===== config.mk =====
export PLATFORM = sky130hd
export DESIGN_NAME = core_seq
export DESIGN_NICKNAME = d
export VERILOG_FILES = /design/src/rtl/core_seq.sv
export SDC_FILE = /design/constraint.sdc
export NUM_CORES = 1
export LEC_CHECK = 0
export ABC_AREA = 0
export CAP_MARGIN = 10
export CORE_MARGIN = 4
export CORE_UTILIZATION = 35
export DETAILED_ROUTE_END_ITERATION = 8
export PLACE_DENSITY = 0.52
export SKIP_CTS_REPAIR_TIMING = 1
export SYNTH_ARGS = -nofsm -noshare
export SYNTH_HDL_FRONTEND = slang
export SYNTH_SLANG_ARGS = --single-unit

===== constraint.sdc =====
create_clock -name clk -period 2.5 [get_ports clk]
set_input_delay 0.5 -clock clk [delete_from_list [all_inputs] [get_ports clk]]
set_output_delay 0.5 -clock clk [all_outputs]
set_load 0.02 [all_outputs]

===== src/rtl/core_seq.sv =====
`default_nettype none
// ============================================================================
// Module   : core_seq
// Purpose  : Autonomous instruction sequencer for the attention core. Runs
//            one K-load / Q-execute / psum-drain pass per accepted start and
//            emits the full core instruction word every cycle.
// Ports    : clk         rising-edge clock
//            reset       asynchronous, active-low reset
//            start       begin a pass (sampled in IDLE only)
//            n_k, n_q    K rows / Q vectors for the pass, legal 1..2^addr_bw
//            pause       stall FSM, counters and pending psum write
//            abort       synchronous cancel back to IDLE
//            fifo_valid  output FIFO has data
//            inst        core instruction word (registered)
//            busy        not IDLE
//            done        one-cycle pass-complete pulse
//            err         one-cycle start-rejected pulse
//            phase       current state code
// Revision : 1.0  initial release
// ============================================================================
module core_seq #(
  parameter  int col     = 8,
  parameter  int addr_bw = 4,
  localparam int inst_bw = 2 * addr_bw + 9
) (
  input  logic               clk,
  input  logic               reset,
  input  logic               start,
  input  logic [addr_bw:0]   n_k,
  input  logic [addr_bw:0]   n_q,
  input  logic               pause,
  input  logic               abort,
  input  logic               fifo_valid,
  output logic [inst_bw-1:0] inst,
  output logic               busy,
  output logic               done,
  output logic               err,
  output logic [2:0]         phase
);

  localparam int CW = addr_bw + 1;
  localparam int WW = (col > 1) ? $clog2(col) : 1;

  localparam logic [CW-1:0] c_depth     = {1'b1, {addr_bw{1'b0}}};
  localparam logic [WW-1:0] c_wait_last = WW'(col - 1);

  localparam logic [2:0] c_idle  = 3'd0;
  localparam logic [2:0] c_kload = 3'd1;
  localparam logic [2:0] c_kwait = 3'd2;
  localparam logic [2:0] c_exec  = 3'd3;
  localparam logic [2:0] c_drain = 3'd4;
  localparam logic [2:0] c_fin   = 3'd5;

  // State and pass bookkeeping
  logic [2:0]    r_state;
  logic [CW-1:0] r_nk, r_nq;
  logic [CW-1:0] r_kcnt, r_qcnt, r_rcnt, r_dcnt;
  logic [WW-1:0] r_wcnt;
  logic          r_pend;        // FIFO word read, psum write still owed

  // Instruction word fields
  logic               r_kmem_rd, r_qmem_rd, r_pmem_wr, r_ofifo_rd;
  logic               r_load, r_exec;
  logic [addr_bw-1:0] r_pmem_add, r_qk_add;

  // Next-state / decision signals
  logic [2:0]         w_state_nxt;
  logic [CW-1:0]      w_nk_nxt, w_nq_nxt;
  logic [CW-1:0]      w_kcnt_nxt, w_qcnt_nxt, w_rcnt_nxt, w_dcnt_nxt;
  logic [WW-1:0]      w_wcnt_nxt;
  logic               w_pend_nxt;
  logic               w_kmem_rd, w_qmem_rd, w_pmem_wr, w_ofifo_rd;
  logic [addr_bw-1:0] w_pmem_add, w_qk_add;
  logic               w_done, w_err;
  logic               w_start_ok;
  logic [CW-1:0]      w_kinc, w_qinc, w_dinc;

  assign w_kinc = r_kcnt + 1'b1;
  assign w_qinc = r_qcnt + 1'b1;
  assign w_dinc = r_dcnt + 1'b1;

  assign w_start_ok = (n_k != '0) && (n_k <= c_depth) &&
                      (n_q != '0) && (n_q <= c_depth);

  // Decisions made in the current cycle; they become visible on inst after
  // the next rising edge. pause therefore only ever gates the decision, while
  // the lagged load/execute bits keep tracking the previous strobe.
  always_comb begin
    w_state_nxt = r_state;
    w_nk_nxt    = r_nk;
    w_nq_nxt    = r_nq;
    w_kcnt_nxt  = r_kcnt;
    w_qcnt_nxt  = r_qcnt;
    w_rcnt_nxt  = r_rcnt;
    w_dcnt_nxt  = r_dcnt;
    w_wcnt_nxt  = r_wcnt;
    w_pend_nxt  = r_pend;
    w_kmem_rd   = 1'b0;
    w_qmem_rd   = 1'b0;
    w_pmem_wr   = 1'b0;
    w_ofifo_rd  = 1'b0;
    w_qk_add    = r_qk_add;
    w_pmem_add  = r_pmem_add;
    w_done      = 1'b0;
    w_err       = 1'b0;

    case (r_state)
      c_idle: begin
        if (start) begin
          if (w_start_ok) begin
            w_nk_nxt    = n_k;
            w_nq_nxt    = n_q;
            w_kcnt_nxt  = '0;
            w_qcnt_nxt  = '0;
            w_rcnt_nxt  = '0;
            w_dcnt_nxt  = '0;
            w_wcnt_nxt  = '0;
            w_pend_nxt  = 1'b0;
            w_state_nxt = c_kload;
          end else begin
            w_err = 1'b1;
          end
        end
      end

      c_kload: begin
        if (!pause) begin
          w_kmem_rd  = 1'b1;
          w_qk_add   = r_kcnt[addr_bw-1:0];
          w_kcnt_nxt = w_kinc;
          if (w_kinc == r_nk) begin
            w_wcnt_nxt  = '0;
            w_state_nxt = c_kwait;
          end
        end
      end

      c_kwait: begin
        if (!pause) begin
          if (r_wcnt == c_wait_last) begin
            w_state_nxt = c_exec;
          end else begin
            w_wcnt_nxt = r_wcnt + 1'b1;
          end
        end
      end

      c_exec: begin
        if (!pause) begin
          w_qmem_rd  = 1'b1;
          w_qk_add   = r_qcnt[addr_bw-1:0];
          w_qcnt_nxt = w_qinc;
          if (w_qinc == r_nq) begin
            w_state_nxt = c_drain;
          end
        end
      end

      c_drain: begin
        if (!pause) begin
          // Retire the write owed by last cycle's read first, so a new read
          // in this same cycle can re-arm the pending flag.
          if (r_pend) begin
            w_pmem_wr  = 1'b1;
            w_pmem_add = r_dcnt[addr_bw-1:0];
            w_dcnt_nxt = w_dinc;
            w_pend_nxt = 1'b0;
            if (w_dinc == r_nq) begin
              w_state_nxt = c_fin;
            end
          end
          if (fifo_valid && (r_rcnt != r_nq)) begin
            w_ofifo_rd = 1'b1;
            w_rcnt_nxt = r_rcnt + 1'b1;
            w_pend_nxt = 1'b1;
          end
        end
      end

      c_fin: begin
        if (!pause) begin
          w_done      = 1'b1;
          w_state_nxt = c_idle;
        end
      end

      default: begin
        w_state_nxt = c_idle;
      end
    endcase
  end

  always_ff @(posedge clk or negedge reset) begin
    if (!reset) begin
      r_state    <= c_idle;
      r_nk       <= '0;
      r_nq       <= '0;
      r_kcnt     <= '0;
      r_qcnt     <= '0;
      r_rcnt     <= '0;
      r_dcnt     <= '0;
      r_wcnt     <= '0;
      r_pend     <= 1'b0;
      r_kmem_rd  <= 1'b0;
      r_qmem_rd  <= 1'b0;
      r_pmem_wr  <= 1'b0;
      r_ofifo_rd <= 1'b0;
      r_load     <= 1'b0;
      r_exec     <= 1'b0;
      r_pmem_add <= '0;
      r_qk_add   <= '0;
      busy       <= 1'b0;
      done       <= 1'b0;
      err        <= 1'b0;
    end else if (abort) begin
      r_state    <= c_idle;
      r_kcnt     <= '0;
      r_qcnt     <= '0;
      r_rcnt     <= '0;
      r_dcnt     <= '0;
      r_wcnt     <= '0;
      r_pend     <= 1'b0;
      r_kmem_rd  <= 1'b0;
      r_qmem_rd  <= 1'b0;
      r_pmem_wr  <= 1'b0;
      r_ofifo_rd <= 1'b0;
      r_load     <= 1'b0;
      r_exec     <= 1'b0;
      r_pmem_add <= '0;
      r_qk_add   <= '0;
      busy       <= 1'b0;
      done       <= 1'b0;
      err        <= 1'b0;
    end else begin
      r_state    <= w_state_nxt;
      r_nk       <= w_nk_nxt;
      r_nq       <= w_nq_nxt;
      r_kcnt     <= w_kcnt_nxt;
      r_qcnt     <= w_qcnt_nxt;
      r_rcnt     <= w_rcnt_nxt;
      r_dcnt     <= w_dcnt_nxt;
      r_wcnt     <= w_wcnt_nxt;
      r_pend     <= w_pend_nxt;
      r_kmem_rd  <= w_kmem_rd;
      r_qmem_rd  <= w_qmem_rd;
      r_pmem_wr  <= w_pmem_wr;
      r_ofifo_rd <= w_ofifo_rd;
      // One-cycle SRAM read latency: data arrives the cycle after the strobe.
      r_load     <= r_kmem_rd;
      r_exec     <= r_qmem_rd;
      r_pmem_add <= w_pmem_add;
      r_qk_add   <= w_qk_add;
      busy       <= (w_state_nxt != c_idle);
      done       <= w_done;
      err        <= w_err;
    end
  end

  // Bits 1 (pmem_rd), 2 (kmem_wr) and 4 (qmem_wr) are never used by this pass.
  assign inst  = {r_ofifo_rd, r_qk_add, r_pmem_add, r_exec, r_load,
                  r_qmem_rd, 1'b0, r_kmem_rd, 1'b0, 1'b0, r_pmem_wr};
  assign phase = r_state;

endmodule
`default_nettype wire


==> out/summary.md, run 1 <==
* post-synthesis share of cell area spent on and, or, nand and nor gates: 17.1%
* first-pass iteration count of the detailed router: 4
* overall die height: 101 µm
* final slew viol count: 0
* outcome: complete, no violations
* Layout Nets: 367
* final global-route overflow total: 0
* share of layout cells above drive strength 1: 15.9%
* worst rel slew slack: 57.9%
* Starting Density: 36.5%
* number of global-route vias before repair: 2,222
* minimum clock period after layout: 2.29 ns
* clock transition at the registers of the reported paths: 0.10 ns
* wire length of the first global-routing pass: 11.7 mm
* path type of the worst setup path: input port to flop
* cell leakage power: 1.68 nW
* sequence of cells on the critical path: clkdlybuf4s50_1, nor4_2, buf_4, xor2_1, o41ai_4, buf_4, or4_1, nand2_1
* clock tree from TritonCTS: done
* count of clock tree sinks: 54
* actual slew at the worst max-slew pin: 0.631 ns
* warning count from the yosys run: 0
* final worst slack: 0.206 ns
* cell taking the most area after synthesis: sky130_fd_sc_hd__dfrtp_1
* width of the die: 101 µm
* xor-xnor portion of the synthesized cell area: 9.34%
* sequential-to-total area share from yosys stat: 44.6%
* sequential cell area: 0.00135 mm²
* mux cell area share after synthesis: 6.74%
* maximum frequency from static timing analysis: 436 MHz
* remaining antenna violation count: 0
* clock latency reported for the late side of the worst-skew pair: 0.31 ns
* HPWL Detailed: 5.39 mm
* GR met1 Demand/Resource: 21.9%
* number of filler cells placed in the layout: 817
* drt via density: 5.09
* root buf cell: sky130_fd_sc_hd__clkbuf_8
* tightest hold margin: 0.195 ns
* most repeated cell in the gate-level netlist after synthesis: sky130_fd_sc_hd__dfrtp_1
* boundary pin count: 39
* clock buffer depth: 2
* setup slack of the worst register-to-register path: 0.29 ns
* final worst clock skew: 0.00400 ns
* count of vias placed by the detailed router: 2,296
* slowest cell on the critical path: sky130_fd_sc_hd__or4_1
* kind of cell adding the most delay to the critical path: simple AND/OR/NAND/NOR gates
* largest net degree at the start of global routing: 30
* endpoint class of the critical path: flop
* dominant combinational cell family by area after synthesis: simple AND/OR/NAND/NOR gates
* residual DRC count: 0
* GRT Max-Usage Layer: met1
* layout overhead on the synthesized area: 22.1%
* post-layout power: 2.02 mW
* DRT Wirelength: 7.12 mm
* standard-cell rows: 33
* setup violation total in the final timing report: 0
* Cell Area, Synth: 0.00303 mm²
* most used cell, CP: sky130_fd_sc_hd__buf_4
* ys flop type: sky130_fd_sc_hd__dfrtp_1
* Largest stage delay, worst path: 0.49 ns
* core area: 0.00830 mm²
* Yosys top cell area share: 44.6%
* Total Routing Usage GR: 14.6%
* area of the multi-input gates: 0.00153 mm²
* Unique masters post-synth: 54
* port bufs: 35
* leading post-synthesis cells by cell area: sky130_fd_sc_hd__dfrtp_1, sky130_fd_sc_hd__xnor2_1, sky130_fd_sc_hd__mux2_2
* type of the tightest min-delay check: input port to asynchronous set/reset pin
* met3 Usage GRT: 2.42%
* max-cap check violation count: 0
* Period Utilization, post-route: 91.7%
* share of synthesized cell area in full adder, half adder and majority cells: 2.48%
* antenna cells: 0
* RR Endpoint: busy
* leading cell types by count after synthesis: sky130_fd_sc_hd__dfrtp_1, sky130_fd_sc_hd__nor2_1, sky130_fd_sc_hd__nand2_1
* R2R cell count: 8
* placer congestion estimate: 0.817
* PD cells: 548 mW/mm²
* Die Footprint: 0.0102 mm²
* fraction of registers with async set/reset: 100%
* number of cells produced by synthesis: 299
* number of synthesized flops with an enable pin: 0
* post-place setup slack: -0.104 ns
* number of DRC violations after detailed-routing iteration 0: 118
* Avg WL per Cell: 15.8 µm
* kind of start point of the critical path: input port
* WP buf/inv: 3
* TritonCTS Buffers: 5
* number of antenna violations at the first check in global routing: 0
* grt met2 use: 21.4%
* Crit path arrival time: 2.54 ns
* number of hold violations in the final report: 0
* CTS H-tree depth: 2
* Required @ worst endpoint: 2.75 ns
* final sum of negative setup slack: 0 ns
* setup repair after global routing missed its margin: no
* VDD IR-drop max: 0.000248 V
* Critical Path Fanout Max: 5
* synthesized-area fraction occupied by ao, oa, aoi and oai cells: 14.5%
* mean instance size in the synthesized netlist: 10.1 µm²
* startpoint of the worst register-to-register path: r_kcnt[1]
* post-synthesis sequential element count: 54
sequential cells by signal (all words and copies together), names as in the netlist, 3 cells and up:
signal	count
r_nq	5
phase	3
r_pmem_add	4
r_nk	5
r_wcnt	3
r_kcnt	5
r_qk_add	4
r_dcnt	5
r_rcnt	5
r_qcnt	5
worst max path at each step:
stage | depth (start not counted) | slack (ns) | endpoint | from
after global routing | 8 | 0.05 | r_rcnt[2] | n_q[1]
after floorplan | 6 | 0.36 | r_qcnt[4] | n_k[1]
after global placement | 8 | -0.10 | r_dcnt[3] | n_q[1]
final | 8 | 0.21 | r_dcnt[3] | n_q[1]
after detailed placement | 8 | -0.10 | r_dcnt[2] | n_q[1]
after CTS | 8 | 0.20 | r_dcnt[3] | n_q[1]
per-layer routing:
layer / wire, µm / part of all wire [%]
met5: 0 / 0
met4: 73 / 1.0
met3: 276 / 3.9
met2: 3190 / 45
met1: 3580 / 50
cells by family (layout without fill, tap and decap cells):
| logic type | after synthesis | count (layout) |
|---|---|---|
| AOI/OAI and AO/OA | 59 | 59 |
| buffers and inverters | 30 | 75 |
| DFF | 54 | 54 |
| xor gates and xnor gates | 29 | 29 |
| muxes | 19 | 19 |
| adders and majority gates | 6 | 6 |
| and+or+nand+nor | 101 | 101 |
| other | 1 | 3 |
metrics by stage:
stage          util (%)  instances  instance area (µm²)
2_1_floorplan         -        301                 3030
3_5_place_dp       43.2        443                 3580
6_report           44.5        451                 3700
5_1_grt            44.5        451                 3700
3_3_place_gp       43.2        443                 3580
4_1_cts            44.5        451                 3700
cells in the final DEF (no fill, tap or decap), types with 2 or more instances in the layout:
master	count
sky130_fd_sc_hd__a21oi_1	6
sky130_fd_sc_hd__a21oi_2	2
sky130_fd_sc_hd__a22o_1	5
sky130_fd_sc_hd__a31oi_1	3
sky130_fd_sc_hd__and2_1	2
sky130_fd_sc_hd__and3_1	8
sky130_fd_sc_hd__buf_4	24
sky130_fd_sc_hd__clkbuf_8	5
sky130_fd_sc_hd__clkdlybuf4s50_1	34
sky130_fd_sc_hd__conb_1	3
sky130_fd_sc_hd__dfrtp_1	54
sky130_fd_sc_hd__ha_1	6
sky130_fd_sc_hd__inv_1	6
sky130_fd_sc_hd__mux2_2	11
sky130_fd_sc_hd__mux2i_1	8
sky130_fd_sc_hd__nand2_1	21
sky130_fd_sc_hd__nand2b_1	5
sky130_fd_sc_hd__nand3_1	13
sky130_fd_sc_hd__nand3b_1	4
sky130_fd_sc_hd__nand4_1	2
sky130_fd_sc_hd__nor2_1	26
sky130_fd_sc_hd__nor2b_1	5
sky130_fd_sc_hd__nor3_1	3
sky130_fd_sc_hd__nor4_2	2
sky130_fd_sc_hd__o2111ai_1	4
sky130_fd_sc_hd__o211ai_1	2
sky130_fd_sc_hd__o21ai_0	17
sky130_fd_sc_hd__o21ba_2	2
sky130_fd_sc_hd__o31a_1	2
sky130_fd_sc_hd__o41ai_1	2
sky130_fd_sc_hd__or3_1	4
sky130_fd_sc_hd__or4_1	3
sky130_fd_sc_hd__xnor2_1	15
sky130_fd_sc_hd__xor2_1	12
power by group:
group / switching (mW) / leakage [nW] / internal [mW] / total (mW)
registers: 0.0792 / 0.733 / 0.932 / 1.01
logic: 0.193 / 0.888 / 0.215 / 0.409
clock network: 0.304 / 0.0585 / 0.301 / 0.605
worst register-to-register path: stages (launching register included):
cell and delay [ns]:
sky130_fd_sc_hd__dfrtp_1 0.43, sky130_fd_sc_hd__ha_1 0.26, sky130_fd_sc_hd__xor3_1 0.36, sky130_fd_sc_hd__nor3_1 0.26
sky130_fd_sc_hd__and3_1 0.23, sky130_fd_sc_hd__nor4_1 0.05, sky130_fd_sc_hd__nor3_1 0.26, sky130_fd_sc_hd__buf_4 0.17
sky130_fd_sc_hd__a31oi_1 0.07
area by class of cell:
class                           instances  area share (%)
Inverter                                7           0.711
Sequential cell                        54            36.6
Clock inverter                          3            1.18
Tap cell                              105            3.55
Multi-Input combinational cell        217            41.4
Timing Repair Buffer                   60            14.8
Clock buffer                            5            1.86
Note: power is estimated with default switching activity, not from simulation.
==> run 2: changes to the inputs <==
--- a/config.mk
+++ b/config.mk
@@ -10,7 +10,7 @@
 export CORE_MARGIN = 4
 export CORE_UTILIZATION = 35
 export DETAILED_ROUTE_END_ITERATION = 8
-export PLACE_DENSITY = 0.52
+export PLACE_DENSITY = 0.53
 export SKIP_CTS_REPAIR_TIMING = 1
 export SYNTH_ARGS = -nofsm -noshare
 export SYNTH_HDL_FRONTEND = slang
==> out/summary.md, run 2 (synthesis gave the netlist of run 1 again) <==
* outcome: complete, no violations
* overall die height: 101 µm
* Critical Path Fanout Max: 5
* PD cells: 548 mW/mm²
* DRT Wirelength: 6.95 mm
* clock latency reported for the late side of the worst-skew pair: 0.32 ns
* final global-route overflow total: 0
* placed cell areas: 0.00358 mm²
* drt via density: 5.18
* placer congestion estimate: 0.834
* number of hold violations in the final report: 0
* wire length of the first global-routing pass: 11.4 mm
* commonest non-fill, non-tap cell in the layout: sky130_fd_sc_hd__dfrtp_1
* post-place setup slack: -0.196 ns
* path type of the worst setup path: input port to flop
* commonest cells after routing, fill and taps aside: sky130_fd_sc_hd__dfrtp_1, sky130_fd_sc_hd__clkdlybuf4s50_1, sky130_fd_sc_hd__nor2_1, sky130_fd_sc_hd__buf_4, sky130_fd_sc_hd__nand2_1
* final worst clock skew: 0.0119 ns
* area of the multi-input gates: 0.00153 mm²
* standard-cell rows: 33
* port bufs: 35
* VDD IR-drop max: 0.000244 V
* Final Instance Area: 0.00370 mm²
* clock transition at the registers of the reported paths: 0.10 ns
* Layout Cells excl Fill: 452
* number of global-route vias before repair: 2,225
* residual DRC count: 0
* final standard cell utilization of the core: 44.6%
* TritonCTS Buffers: 5
* layout overhead on the synthesized area: 22.2%
* final sum of negative setup slack: 0 ns
* endpoint class of the critical path: flop
* final worst slack: 0.114 ns
* width of the die: 101 µm
* share of layout cells above drive strength 1: 16.4%
* Period Utilization, post-route: 95.4%
* number of antenna violations at the first check in global routing: 0
* minimum clock period after layout: 2.39 ns
* Crit path arrival time: 2.59 ns
* Total Routing Usage GR: 14.3%
* tightest hold margin: 0.112 ns
* count of vias placed by the detailed router: 2,343
* Starting Density: 36.5%
* core area: 0.00830 mm²
* setup violation total in the final timing report: 0
* type of the tightest min-delay check: input port to asynchronous set/reset pin
* final slew viol count: 0
* setup repair after global routing missed its margin: no
* largest net degree at the start of global routing: 24
* first-pass iteration count of the detailed router: 4
* CTS H-tree depth: 2
* cell leakage power: 1.68 nW
* Die Footprint: 0.0102 mm²
* number of DRC violations after detailed-routing iteration 0: 141
* post-layout power: 2.03 mW
* HPWL Detailed: 5.36 mm
* Layout Nets: 368
* root buf cell: sky130_fd_sc_hd__clkbuf_8
* remaining antenna violation count: 0
* clock tree from TritonCTS: done
* sequential cell area: 0.00135 mm²
* Required @ worst endpoint: 2.70 ns
* max-cap check violation count: 0
* Avg WL per Cell: 15.4 µm
* number of filler cells placed in the layout: 773
* maximum frequency from static timing analysis: 419 MHz
* count of clock tree sinks: 54
* Inst Count DP: 444
* boundary pin count: 39
* kind of start point of the critical path: input port
* antenna cells: 0
* clock buffer depth: 2
==> run 2: path summary, 6_finish.rpt <==
path | start | end | slack (ns) | cells after the start
hold / removal | reset | r_rcnt[0] | 0.11 | 1
setup reg to reg | r_kcnt[1] | busy | 0.26 | 8
min in group clk | r_qk_add[3] | r_qk_add[3] | 0.49 | 2
max in group asynchronous | reset | r_qcnt[4] | 1.72 | 2
setup / recovery | n_k[2] | r_nk[2] | 0.11 | 8
hold reg to reg | r_qk_add[3] | r_qk_add[3] | 0.49 | 2
==> run 2: report_power, final <==
part           switching (mW)  total (mW)  internal (mW)  leakage (nW)
clock                   0.302       0.606          0.304        0.0587
sequential             0.0810        1.01          0.932         0.733
combinational           0.193       0.408          0.215         0.891
total                   0.576        2.03           1.45          1.68
==> run 2: critical path: stages <==
cell and delay (ns):
sky130_fd_sc_hd__clkdlybuf4s50_1 0.45, sky130_fd_sc_hd__nor4_2 0.33, sky130_fd_sc_hd__buf_4 0.17, sky130_fd_sc_hd__xnor2_1 0.17
sky130_fd_sc_hd__nand3_1 0.16, sky130_fd_sc_hd__or3_4 0.37, sky130_fd_sc_hd__buf_4 0.17, sky130_fd_sc_hd__mux2_2 0.26
==> run 2: cell type report <==
class,instances,area share [%]
clock buffer,5,1.86
clock inverter,3,1.29
inverter,7,0.710
multi-input combinational,217,41.5
sequential,54,36.5
tap,105,3.55
timing repair buffer,61,14.6
==> run 2: metal layers <==
layer  vias to the layer above  wire length (µm)  GRT usage (%)
met4                         0                92           4.09
met1                      1136              3470           20.4
met3                         7               250           2.49
met5                         -                 0              0
met2                        43              3140           22.2
li1                       1157                 -              -
